===== config.mk =====
export PLATFORM = sky130hd
export DESIGN_NAME = stream_packetizer_ece496
export DESIGN_NICKNAME = d
export VERILOG_FILES = /design/src/rtl/ece496_pkg.sv /design/src/rtl/counter_nbit_enable_async.sv /design/src/rtl/stream_packetizer_ece496.sv
export SDC_FILE = /design/constraint.sdc
export NUM_CORES = 1
export LEC_CHECK = 0
export ABC_AREA = 1
export BUFFER_PORTS_ARGS = -buffer_cell sky130_fd_sc_hd__buf_4
export CAP_MARGIN = 0
export CORE_ASPECT_RATIO = 0.7
export CORE_MARGIN = 2
export CORE_UTILIZATION = 60
export CTS_BUF_LIST = sky130_fd_sc_hd__clkbuf_2
export CTS_CLUSTER_SIZE = 16
export DETAILED_ROUTE_END_ITERATION = 10
export GPL_TIMING_DRIVEN = 0
export PLACE_DENSITY = 0.81
export SYNTH_ARGS = -nofsm -noshare
export SYNTH_HDL_FRONTEND = slang
export SYNTH_HIERARCHICAL = 1
export SYNTH_SLANG_ARGS = --single-unit

===== constraint.sdc =====
create_clock -name clock -period 3.51 [get_ports clock]
set_input_delay 0.5265 -clock clock [delete_from_list [all_inputs] [get_ports clock]]
set_output_delay 0.5265 -clock clock [all_outputs]
set_load 0.03 [all_outputs]

===== src/rtl/ece496_pkg.sv =====
// Shared definitions for the stream packetizer: state encoding, framing defaults
// and the header byte layout.
package ece496_pkg;

  typedef enum logic [2:0] {
    S_IDLE     = 3'd0,
    S_HEADER   = 3'd1,
    S_FETCH    = 3'd2,
    S_CAPTURE  = 3'd3,
    S_SEND     = 3'd4,
    S_CHECKSUM = 3'd5,
    S_DONE     = 3'd6
  } state_e;

  localparam logic [3:0] DEF_HEADER_TAG = 4'hA;
  localparam logic [7:0] DEF_PAD_BYTE   = 8'h00;
  localparam int         COUNT_W        = 8;
  localparam int         TIMER_W        = 16;
  localparam int         STREAM_W       = 3;

  // Header byte: {tag nibble, reserved zero bit, stream index}
  function automatic logic [7:0] make_header(input logic [3:0] tag,
                                             input logic [STREAM_W-1:0] id);
    return {tag, 1'b0, id};
  endfunction

endpackage


===== src/rtl/counter_nbit_enable_async.sv =====
// Generic up-counter with asynchronous active-low reset, synchronous clear
// (priority) and count enable.
module counter_nbit_enable_async #(
  parameter int WIDTH = 8
) (
  input  logic             i_clk,
  input  logic             i_rst_n,
  input  logic             i_clr,
  input  logic             i_en,
  output logic [WIDTH-1:0] o_count
);

  logic [WIDTH-1:0] r_count;

  // Count register
  always_ff @(posedge i_clk or negedge i_rst_n) begin
    if (!i_rst_n) begin
      r_count <= {WIDTH{1'b0}};
    end else if (i_clr) begin
      r_count <= {WIDTH{1'b0}};
    end else if (i_en) begin
      r_count <= r_count + WIDTH'(1);
    end else begin
      r_count <= r_count;
    end
  end

  assign o_count = r_count;

endmodule


===== src/rtl/stream_packetizer_ece496.sv =====
// Packet transmit sequencer: drains PAYLOAD_BYTES from the granted stream FIFO and
// sends header + payload + XOR checksum to the UART over valid/ready.
module stream_packetizer_ece496
  import ece496_pkg::*;
#(
  parameter int         PAYLOAD_BYTES = 16,
  parameter int         STALL_LIMIT   = 1024,
  parameter logic [3:0] HEADER_TAG    = DEF_HEADER_TAG,
  parameter logic [7:0] PAD_BYTE      = DEF_PAD_BYTE
) (
  input  logic                clock,
  input  logic                resetn,
  input  logic                select_ready,
  input  logic [STREAM_W-1:0] mux_select,
  input  logic                fifo_empty,
  input  logic [7:0]          fifo_q,
  output logic                fifo_rd,
  output logic                tx_valid,
  output logic [7:0]          tx_data,
  input  logic                tx_ready,
  output logic                ready_to_send,
  output logic                packet_sent
);

  localparam logic [COUNT_W-1:0] LP_PAYLOAD    = COUNT_W'(PAYLOAD_BYTES);
  localparam logic [TIMER_W-1:0] LP_STALL_LAST = TIMER_W'(STALL_LIMIT - 1);

  state_e              r_state;
  state_e              w_next;
  logic [7:0]          r_byte;
  logic [7:0]          r_csum;
  logic [STREAM_W-1:0] r_stream;
  logic                r_armed;
  logic                r_rts;
  logic [COUNT_W-1:0]  w_count;
  logic [TIMER_W-1:0]  w_timer;
  logic                w_start;
  logic                w_timeout;
  logic                w_payload_done;
  logic                w_tmr_clr;
  logic [7:0]          w_header;

  assign w_header       = make_header(HEADER_TAG, mux_select);
  assign w_start        = (r_state == S_IDLE) && select_ready && r_armed;
  assign w_timeout      = (r_state == S_FETCH) && fifo_empty && (w_timer == LP_STALL_LAST);
  assign w_payload_done = (w_count >= LP_PAYLOAD);
  assign w_tmr_clr      = (r_state != S_FETCH) || !fifo_empty || w_timeout;

  counter_nbit_enable_async #(.WIDTH(COUNT_W)) u_byte_count (
    .i_clk   (clock),
    .i_rst_n (resetn),
    .i_clr   (w_start),
    .i_en    ((r_state == S_CAPTURE) || w_timeout),
    .o_count (w_count)
  );

  counter_nbit_enable_async #(.WIDTH(TIMER_W)) u_stall_timer (
    .i_clk   (clock),
    .i_rst_n (resetn),
    .i_clr   (w_tmr_clr),
    .i_en    (!w_tmr_clr),
    .o_count (w_timer)
  );

  // State register and ready_to_send (held low for the first cycle after reset)
  always_ff @(posedge clock or negedge resetn) begin
    if (!resetn) begin
      r_state <= S_IDLE;
      r_rts   <= 1'b0;
    end else begin
      r_state <= w_next;
      r_rts   <= (w_next == S_IDLE);
    end
  end

  // Next-state logic
  always_comb begin
    w_next = r_state;
    case (r_state)
      S_IDLE:     if (w_start) w_next = S_HEADER; else w_next = S_IDLE;
      S_HEADER:   if (tx_ready) w_next = S_FETCH; else w_next = S_HEADER;
      S_FETCH: begin
        if (!fifo_empty)    w_next = S_CAPTURE;
        else if (w_timeout) w_next = S_SEND;
        else                w_next = S_FETCH;
      end
      S_CAPTURE:  w_next = S_SEND;
      S_SEND: begin
        if (!tx_ready)           w_next = S_SEND;
        else if (w_payload_done) w_next = S_CHECKSUM;
        else                     w_next = S_FETCH;
      end
      S_CHECKSUM: if (tx_ready) w_next = S_DONE; else w_next = S_CHECKSUM;
      S_DONE:     w_next = S_IDLE;
      default:    w_next = S_IDLE;
    endcase
  end

  // Datapath: outgoing byte, running checksum, latched stream and re-arm flag
  always_ff @(posedge clock or negedge resetn) begin
    if (!resetn) begin
      r_byte   <= 8'h00;
      r_csum   <= 8'h00;
      r_stream <= {STREAM_W{1'b0}};
      r_armed  <= 1'b1;
    end else begin
      if (!select_ready) r_armed <= 1'b1;
      else if (w_start)  r_armed <= 1'b0;
      else               r_armed <= r_armed;
      case (r_state)
        S_IDLE: begin
          if (w_start) begin
            r_stream <= mux_select;
            r_byte   <= w_header;
            r_csum   <= w_header;
          end
        end
        // Header is rebuilt from the latched index so later mux_select changes cannot leak in
        S_HEADER: r_byte <= make_header(HEADER_TAG, r_stream);
        S_FETCH: begin
          if (w_timeout) begin
            r_byte <= PAD_BYTE;
            r_csum <= r_csum ^ PAD_BYTE;
          end
        end
        S_CAPTURE: begin
          r_byte <= fifo_q;
          r_csum <= r_csum ^ fifo_q;
        end
        S_SEND: begin
          if (tx_ready && w_payload_done) r_byte <= r_csum;
        end
        default: r_byte <= r_byte;
      endcase
    end
  end

  assign fifo_rd       = (r_state == S_FETCH) && !fifo_empty;
  assign tx_valid      = (r_state == S_HEADER) || (r_state == S_SEND) || (r_state == S_CHECKSUM);
  assign tx_data       = r_byte;
  assign packet_sent   = (r_state == S_DONE);
  assign ready_to_send = r_rts;

endmodule

==> results.yml, run 1 <==
timing:
  tightest_slew_ns: 0.5937
  slew_headroom_pct: 60.42
  skew_ns: 0.02244
  setup_tns_ns: 0
  max_clock_freq_mhz: 457.8
  timing.final.crit_share_pct: 62.23
  finalCriticalPeriod_ns: 2.184
  rsz0062_at_grt: "false"
  report.final.slew_viol_count: 0
  setup_viol: 0
  finalHoldViolCount: 0
placed_design:
  place_hpwl_um: 4624
  port_buffers: 27
  place_congestion: 0.8508
critical_path:
  r2r_slack_ns: 1.47
  r2r_cells: 14
  cp-end-kind: "primary output"
  crit_arrival_ns: 1.66
  critPathKind: "reg -> out"
  r2r-start: "u_stall_timer/o_count[3]$_DFFE_PN0P_"
  worstPathMaxFanout: 10
  start_kind: "flip-flop"
  worstReg2RegEnd: "u_stall_timer/o_count[13]$_DFFE_PN0P_"
  worstPathRequired_ns: 2.98
synth:
  yosysSeqAreaShare_pct: 41.39
  synthesis.nets: 409
  yosys_warnings: 6
  synth_cells: 391
  yosysUniqueCellTypes: 35
  ys_ff_latch: 48
  syn_area_per_cell_sq_um: 7.430
  syn-cell-area_sq_mm: 0.002905
cts:
  cts_hold_buf: 0
  root_buffer: "clkbuf_2"
  tritoncts: "built"
  cts_made_buffers: 5
  cts.repair.resized: 0
  htreeDepth: 2
  cts_setup_buffers: 0
  worst_skew_pair.late_latency_ns: 0.43
  cts_max_path_buffers: 2
  path_clk_slew_ns: 0.25
  cts_sinks: 48
die:
  start_util_pct: 61.43
  die_w_um: 87.17
  core_region_area_sq_mm: 0.004730
  row_count: 21
  io_pins: 28
  floorplan.die_area_sq_mm: 0.005424
  fp.dieH_um: 62.22
pwr:
  ir_drop_mv: 0.4688
  leakage_nw: 1.636
  power.density_mw_per_mm2: 636.9
  p_total_mw: 2.068
global_route:
  grt_usage_pct: 24.78
  antenna_found_initial: 0
  grt_pass1_vias: 2242
  grt_pass1_wl_um: 10590
  grt_max_degree: 49
  overflow: 0
route:
  drtIter0Drc: 184
  route.detailed.drc: 0
  routedWlPerCell_um: 12.83
  via_per_inst: 5.269
  drt-pass1-iter-count: 5
  wl_um: 6196
  antenna_left: 0
  vias: 2545
finish:
  drive_above_1_share_pct: 18.78
  syn_to_final_growth_pct: 11.76
  nets: 443
  final_common_cell: "nand2_1"
  most-common-layout-cells: "nand2_1, nor2_1, inv_1"
  antenna_cells: 0
outcome:
  outcome: "complete, no violations"
hold_path:
  hold_path_class: "in -> async"
flow_run:
  cap_violations: 0
registers in the layout, indices dropped and copies added (netlist names):
register               flops
u_stall_timer/o_count     16
r_armed                    1
r_stream                   3
r_csum                     8
u_byte_count/o_count       8
r_state                    3
ready_to_send              1
tx_data                    8
cells by family (layout without fill, tap and decap cells):
group | Yosys count | count (layout) | synth area share (%)
and+or+nand+nor | 241 | 241 | 40.53
AOI/OAI and AO/OA | 33 | 33 | 6.159
xor gates and xnor gates | 3 | 3 | 0.9046
adders and majority gates | 2 | 2 | 0.8612
DFF | 48 | 48 | 41.39
buffers and inverters | 64 | 99 | 10.16
final cells by class:
type                    instances  area [sq um]
inverters                      56         216.5
plain buffers                   8         78.83
multi-input cells             279          1408
well taps                      57         71.32
flip-flops and latches         48          1202
clock inverters                 3         42.54
clock buffers                   5         25.02
fillers                       425          1483
repair buffers                 27         202.7
metal layers:
metal / vias up / GRT usage, % / part of all wire (%)
li1: 1313 / - / -
met1: 1146 / 41.40 / 52
met2: 76 / 32.25 / 41
met3: 10 / 4.654 / 5.5
met4: 0 / 6.538 / 1.4
met5: - / 0 / 0
cell usage after synthesis:
library cell	instances	area [sq um]
buf_2	1	5.000
nor2_1	57	214.0
clkinv_1	1	3.750
dfrtp_1	47	1176
nor3_1	2	10.01
buf_4	2	15.01
nor2_2	7	43.79
nand2_1	100	375.4
o21bai_1	1	7.510
inv_2	4	15.01
or2_0	2	12.51
xnor2_1	1	8.760
a31oi_1	1	6.260
nand3b_1	2	15.01
nand3_4	3	52.55
clkinv_2	1	5.000
inv_6	1	8.760
o21ai_0	11	55.05
nand4_1	15	93.84
nand3_2	8	80.08
buf_6	4	45.04
nor3_2	1	10.01
nand2_2	5	31.28
o21ai_1	4	20.02
clkbuf_8	1	13.76
inv_1	49	183.9
ha_1	2	25.02
dfstp_2	1	26.28
o211ai_1	3	22.52
a211oi_1	1	7.510
nand2_4	3	33.78
xor2_1	2	17.52
nand3_1	32	160.2
a21oi_1	12	60.06
nor2_4	4	45.04
worst max-delay path, stage by stage (launching register included):
cell	delay, ns
dfrtp_1	0.44
buf_6	0.14
inv_1	0.10
clkbuf_8	0.18
nand4_1	0.13
inv_1	0.08
buf_4	0.15
how the worst max path moves through the flow:
stage / startpoint / endpoint / slack, ns / cells after the start
finish: r_state[2]$_DFF_PN0_ / fifo_rd / 1.33 / 6
global route: r_state[2]$_DFF_PN0_ / fifo_rd / 1.18 / 6
detailed placement: select_ready / u_byte_count/o_count[5]$_DFFE_PN0P_ / 1.49 / 10
CTS: r_state[2]$_DFF_PN0_ / fifo_rd / 1.30 / 6
floorplan: r_state[2]$_DFF_PN0_ / packet_sent / 1.66 / 4
global placement: select_ready / u_byte_count/o_count[5]$_DFFE_PN0P_ / 1.51 / 10
metrics by stage:
step	hold slack [ns]	util, %	setup WS [ns]	instances	instance area (sq um)
after floorplan	0.2309	-	1.662	391	2905
final	0.05222	68.65	1.326	483	3247
after global placement	0.4554	67.22	1.509	475	3179
after global routing	0.05552	68.65	1.179	483	3247
after CTS	0.06002	68.65	1.296	483	3247
after detailed placement	0.4598	67.22	1.494	475	3179
power by group:
group	internal [mW]	switching [mW]	total [mW]
combinational	0.339	0.651	0.991
clock	0.120	0.184	0.303
sequential	0.693	0.0818	0.774
Power figures use the tool's default switching activity.
==> run 2: changes to the inputs <==
==> constraint.sdc (replaced) <==
create_clock -name clock -period 2.05 [get_ports clock]
set_input_delay 0.3075 -clock clock [delete_from_list [all_inputs] [get_ports clock]]
set_output_delay 0.3075 -clock clock [all_outputs]
set_load 0.03 [all_outputs]
==> run 2 against run 1 <==
- cell count up 0.41%
- hold slack gained 0.054 ns
- sequential cell count unchanged
- first-iteration DRC count grew 3.8%
- largest cell class unchanged
- largest power group unchanged
- highest routed layer unchanged
==> results.yml, run 2 (same netlist as run 1, synthesis figures left out) <==
critical_path:
  crit_slowest_cell: "dfrtp_1"
  worstPathMaxFanout: 10
  start_kind: "flip-flop"
  critPathBufInv: 4
  critical_path.max_stage_delay_ns: 0.41
  crit_arrival_ns: 1.61
  worstPathRequired_ns: 1.74
  cp_cell_sequence: "buf_6 -> inv_2 -> buf_8 -> a21oi_1 -> buf_4"
  critPathKind: "reg -> out"
  cp-end-kind: "primary output"
  critical-path-top-delay-family: "buffers and inverters"
placed_design:
  place_congestion: 0.8508
  placed_area_sq_mm: 0.003179
  place_hpwl_um: 4624
  port_buffers: 27
timing:
  hold_ws_ns: 0.1063
  finalCriticalPeriod_ns: 1.915
  report.final.slew_viol_count: 0
  tightest_slew_ns: 0.5922
  timing.final.crit_share_pct: 93.40
  setup_viol: 0
  skew_ns: 0.02954
  slew_headroom_pct: 60.52
  max_clock_freq_mhz: 522.3
  finalHoldViolCount: 0
route:
  antenna_left: 0
  route.detailed.drc: 0
  drtIter0Drc: 191
  wl_um: 6247
  via_per_inst: 5.313
  routedWlPerCell_um: 12.88
  drt-pass1-iter-count: 4
  vias: 2577
pwr:
  p_switching_mw: 1.597
  power.density_mw_per_mm2: 1090
  p_int_mw: 1.992
  seqPwrFrac_pct: 37.1
  comb_power_share_pct: 48.5
  ir_drop_mv: 0.7790
  pwr-share-clk_pct: 14.5
  swShare_pct: 44.49
  leakage_nw: 1.639
  p_total_mw: 3.589
global_route:
  grt_pass1_vias: 2242
  grt_pass1_wl_um: 10580
  grt_usage_pct: 24.72
  antenna_found_initial: 0
  grt_max_degree: 49
  overflow: 0
finish:
  final_common_cell: "nand2_1"
  syn_to_final_growth_pct: 13.35
  finish.utilization_pct: 69.63
  fill_cells: 418
  drive_above_1_share_pct: 20.56
  final_area_sq_mm: 0.003293
  antenna_cells: 0
  nets: 445
  largest_register_ffs: 16
  most-common-layout-cells: "nand2_1, nor2_1, inv_1"
die:
  start_util_pct: 61.43
  fp.dieH_um: 62.22
  die_w_um: 87.17
  io_pins: 28
  floorplan.die_area_sq_mm: 0.005424
  core_region_area_sq_mm: 0.004730
  row_count: 21
cts:
  path_clk_slew_ns: 0.25
  htreeDepth: 2
  root_buffer: "clkbuf_2"
  cts_made_buffers: 5
  cts_sinks: 48
  cts_max_path_buffers: 2
  worst_skew_pair.late_latency_ns: 0.43
  tritoncts: "built"
flow_run:
  cap_violations: 0
outcome:
  outcome: "complete, no violations"
hold_path:
  hold_path_class: "in -> reg"
## run 2: cell count changes in the layout (fill, tap and decap cells not counted), sizes merged
cell / change
buf: +2
clkinv: -1
dlygate4sd3: +1
clkbuf: -1
clkinvlp: +1
## run 2: final timing paths
check,from,to,slack [ns],depth (start not counted)
worst min-delay path,select_ready,r_armed$_DFFE_PN1P_,0.11,4
worst max register to register,u_stall_timer/o_count[0]$_DFFE_PN0P_,u_stall_timer/o_count[6]$_DFFE_PN0P_,0.15,13
min in group asynchronous,resetn,u_byte_count/o_count[2]$_DFFE_PN0P_,0.37,2
max in group asynchronous,resetn,u_stall_timer/o_count[5]$_DFFE_PN0P_,1.25,2
worst min register to register,tx_data[1]$_DFFE_PN0P_,tx_data[1]$_DFFE_PN0P_,0.51,2
worst max-delay path,r_state[2]$_DFF_PN0_,tx_valid,0.14,5
## run 2: power groups by stage
stage               combinational, mW  clock [mW]  sequential [mW]
floorplan                        1.07           0             1.48
global placement                 1.65           0             1.33
detailed placement               1.69           0             1.35
CTS                              1.70       0.530             1.33
global route                     1.93       0.575             1.36
finish                           1.74       0.519             1.33
## run 2: routing by layer
metal / vias to the layer above / global-route usage (%) / share of wire (%)
li1: 1323 / - / -
met3: 10 / 4.654 / 5.0
met5: - / 0 / 0
met4: 0 / 6.538 / 1.3
met1: 1176 / 41.14 / 53
met2: 68 / 32.35 / 41
## run 2: per-stage QoR
step	cells	setup TNS, ns	setup WS, ns
finish	485	0	0.1353
global route	485	-0.007202	-0.007202
CTS	484	0	0.02915
detailed placement	475	0	0.08894
global placement	475	0	0.1269
floorplan	391	0	0.3521
## run 2: timing repair
item / in CTS / in global routing
hold buffers: 1 / 0
resized for setup: 0 / 11
setup endpoints to repair: 0 / 21
buffers inserted: 0 / 1
endpoints found under the hold margin: 47 / 0
## run 2: worst register-to-register path: stages, from the launching register on
cell and delay (ns):
dfrtp_1 0.50, nand2_1 0.07, inv_1 0.05, nand2_1 0.06, nor2_1 0.17, nand2_1 0.12, nand2_4 0.12, inv_2 0.07
nor2_2 0.25, nor2_4 0.08, nand3_2 0.11, inv_1 0.05, o21ai_1 0.12, nor2_1 0.05
## run 2: cell type report
class | count | area [sq um] | share of cell area (%)
clock buffer | 5 | 25.02 | 0.7599
clock inverter | 3 | 42.54 | 1.292
inverter | 56 | 220.2 | 6.687
buffer | 8 | 80.08 | 2.432
sequential | 48 | 1206 | 36.63
multi-input combinational | 279 | 1428 | 43.35
timing repair buffer | 29 | 220.2 | 6.687
tap | 57 | 71.32 | 2.166
==> run 3: changes to the inputs <==
--- a/config.mk
+++ b/config.mk
@@ -8,9 +8,11 @@
 export ABC_AREA = 1
 export BUFFER_PORTS_ARGS = -buffer_cell sky130_fd_sc_hd__buf_4
 export CAP_MARGIN = 0
+export CELL_PAD_IN_SITES_DETAIL_PLACEMENT = 0
+export CELL_PAD_IN_SITES_GLOBAL_PLACEMENT = 2
 export CORE_ASPECT_RATIO = 0.7
 export CORE_MARGIN = 2
-export CORE_UTILIZATION = 60
+export CORE_UTILIZATION = 35
 export CTS_BUF_LIST = sky130_fd_sc_hd__clkbuf_2
 export CTS_CLUSTER_SIZE = 16
 export DETAILED_ROUTE_END_ITERATION = 10
==> run 3 against run 2 <==
- the run now ends with DRC left
- combinational power increased by 5%
- cell count increased by 9.7%
- sequential cell count unchanged
- non-clock buffer count increased by 3
- clock-buffer cell count increased by 1
- critical endpoint is now fifo_rd
- core utilization decreased by 27 points
- routed wire length increased by 13%
- die area increased by 67%
- fmax increased by 1.6%
- critical path type unchanged
- sequential share of layout area decreased by 1.2 points
- clock skew decreased by 0.0024 ns
- worst setup slack improved by 0.030 ns
==> results.yml, run 3 (same netlist as run 1, synthesis figures left out) <==
outcome:
  outcome: "finished with violations"
  violations: "DRC"
global_route:
  grt_usage_pct: 16.95
  overflow: 0
  grt_pass1_wl_um: 11950
  grt_max_degree: 49
  antenna_found_initial: 0
  grt_pass1_vias: 2335
cts:
  cts_sinks: 48
  htreeDepth: 2
  root_buffer: "clkbuf_2"
  path_clk_slew_ns: 0.26
  tritoncts: "built"
  worst_skew_pair.late_latency_ns: 0.45
  cts_made_buffers: 5
  cts_max_path_buffers: 2
finish:
  syn_to_final_growth_pct: 17.01
  most-common-layout-cells: "nand2_1, nor2_1, inv_1"
  drive_above_1_share_pct: 21.58
  antenna_cells: 0
  largest_register_ffs: 16
  nets: 448
  final_common_cell: "nand2_1"
  fill_cells: 829
route:
  wl_um: 7043
  route.detailed.drc: 2
  routedWlPerCell_um: 13.24
  vias: 2526
  via_per_inst: 4.748
  antenna_left: 0
  drtIter0Drc: 112
  drt-pass1-iter-count: 8
critical_path:
  critPathKind: "reg -> out"
  worstPathRequired_ns: 1.74
  crit_arrival_ns: 1.58
  start_kind: "flip-flop"
  cp-end-kind: "primary output"
  worstPathMaxFanout: 9
hold_path:
  hold_path_class: "in -> reg"
flow_run:
  cap_violations: 0
timing:
  setup_ws_ns: 0.1655
  rsz0062_at_grt: "false"
  slew_headroom_pct: 57.45
  setup_tns_ns: 0
  skew_ns: 0.02717
  finalHoldViolCount: 0
  finalCriticalPeriod_ns: 1.884
  report.final.slew_viol_count: 0
  timing.final.crit_share_pct: 91.93
  max_clock_freq_mhz: 530.7
  tightest_slew_ns: 0.6382
  setup_viol: 0
placed_design:
  place_ws_ns: 0.01765
  port_buffers: 27
  place_congestion: 0.8058
  place_hpwl_um: 5135
die:
  die_w_um: 112.9
  core_region_area_sq_mm: 0.007973
  fp.dieH_um: 80.23
  row_count: 27
  start_util_pct: 36.44
  io_pins: 28
  floorplan.die_area_sq_mm: 0.009057
pwr:
  ir_drop_mv: 0.5621
  leakage_nw: 1.673
  power.density_mw_per_mm2: 1085
  p_total_mw: 3.688
==> run 3: worst max-delay path, stage by stage (launching register included) <==
cell	delay (ns)
dfrtp_1	0.44
buf_6	0.15
inv_4	0.08
buf_8	0.12
nand4_1	0.12
inv_1	0.10
buf_6	0.13
==> run 3: path summary, 6_finish.rpt <==
check                                                             end                    from  depth (start not counted)  slack [ns]
min in group asynchronous                      tx_data[1]$_DFFE_PN0P_                  resetn                          2        0.37
worst min-delay path                              r_armed$_DFFE_PN1P_            select_ready                          4        0.07
worst max-delay path                                          fifo_rd    r_state[2]$_DFF_PN0_                          6        0.17
max in group asynchronous        u_stall_timer/o_count[3]$_DFFE_PN0P_                  resetn                          2        1.22
worst min register to register                 tx_data[4]$_DFFE_PN0P_  tx_data[4]$_DFFE_PN0P_                          2        0.51
worst max register to register  u_stall_timer/o_count[13]$_DFFE_PN0P_    r_state[2]$_DFF_PN0_                         13        0.20
==> run 3: final cells by class <==
| cell class | count | area, sq um | area share (%) |
|---|---|---|---|
| Clock buffer | 6 | 30.03 | 0.8833 |
| Multi-Input combinational cell | 279 | 1438 | 42.29 |
| Inverter | 56 | 221.5 | 6.515 |
| Buffer | 8 | 80.08 | 2.356 |
| Sequential cell | 48 | 1205 | 35.44 |
| Tap cell | 101 | 126.4 | 3.717 |
| Timing Repair Buffer | 32 | 264.0 | 7.766 |
| Clock inverter | 2 | 35.03 | 1.031 |
==> run 3: through the flow <==
stage / hold WS [ns] / area [sq um] / utilization [%] / instances
floorplan: 0.01191 / 2905 / - / 391
global placement: 0.3860 / 3234 / 40.57 / 519
detailed placement: 0.3914 / 3234 / 40.57 / 519
CTS: 0.04668 / 3311 / 41.53 / 528
global route: 0.03883 / 3400 / 42.64 / 532
finish: 0.07234 / 3400 / 42.64 / 532
==> run 3: layer usage <==
layer  up-vias  wire, um  GRT usage, %  share of wire, %
li1       1327         -             -                 -
met3         2       234         3.925               3.3
met4         0        29         3.659              0.41
met1      1172      3967         26.92                56
met2        25      2811         22.77                40
met5         -         0             0                 0
==> run 3: timing repair <==
action / CTS / global route
pin swaps: 0 / 2
setup buffers: 0 / 3
gates resized for setup: 1 / 15
setup endpoints to repair: 2 / 21
hold endpoints to repair: 47 / 0
hold buffers: 1 / 0
cloned: 0 / 1
==> run 3: where the power goes <==
group / switching, mW / total [mW] / leakage (nW) / internal, mW
sequential: 0.138 / 1.33 / 0.629 / 1.19
clock: 0.322 / 0.531 / 0.0430 / 0.209
combinational: 1.18 / 1.83 / 1.00 / 0.652
total: 1.64 / 3.69 / 1.67 / 2.05
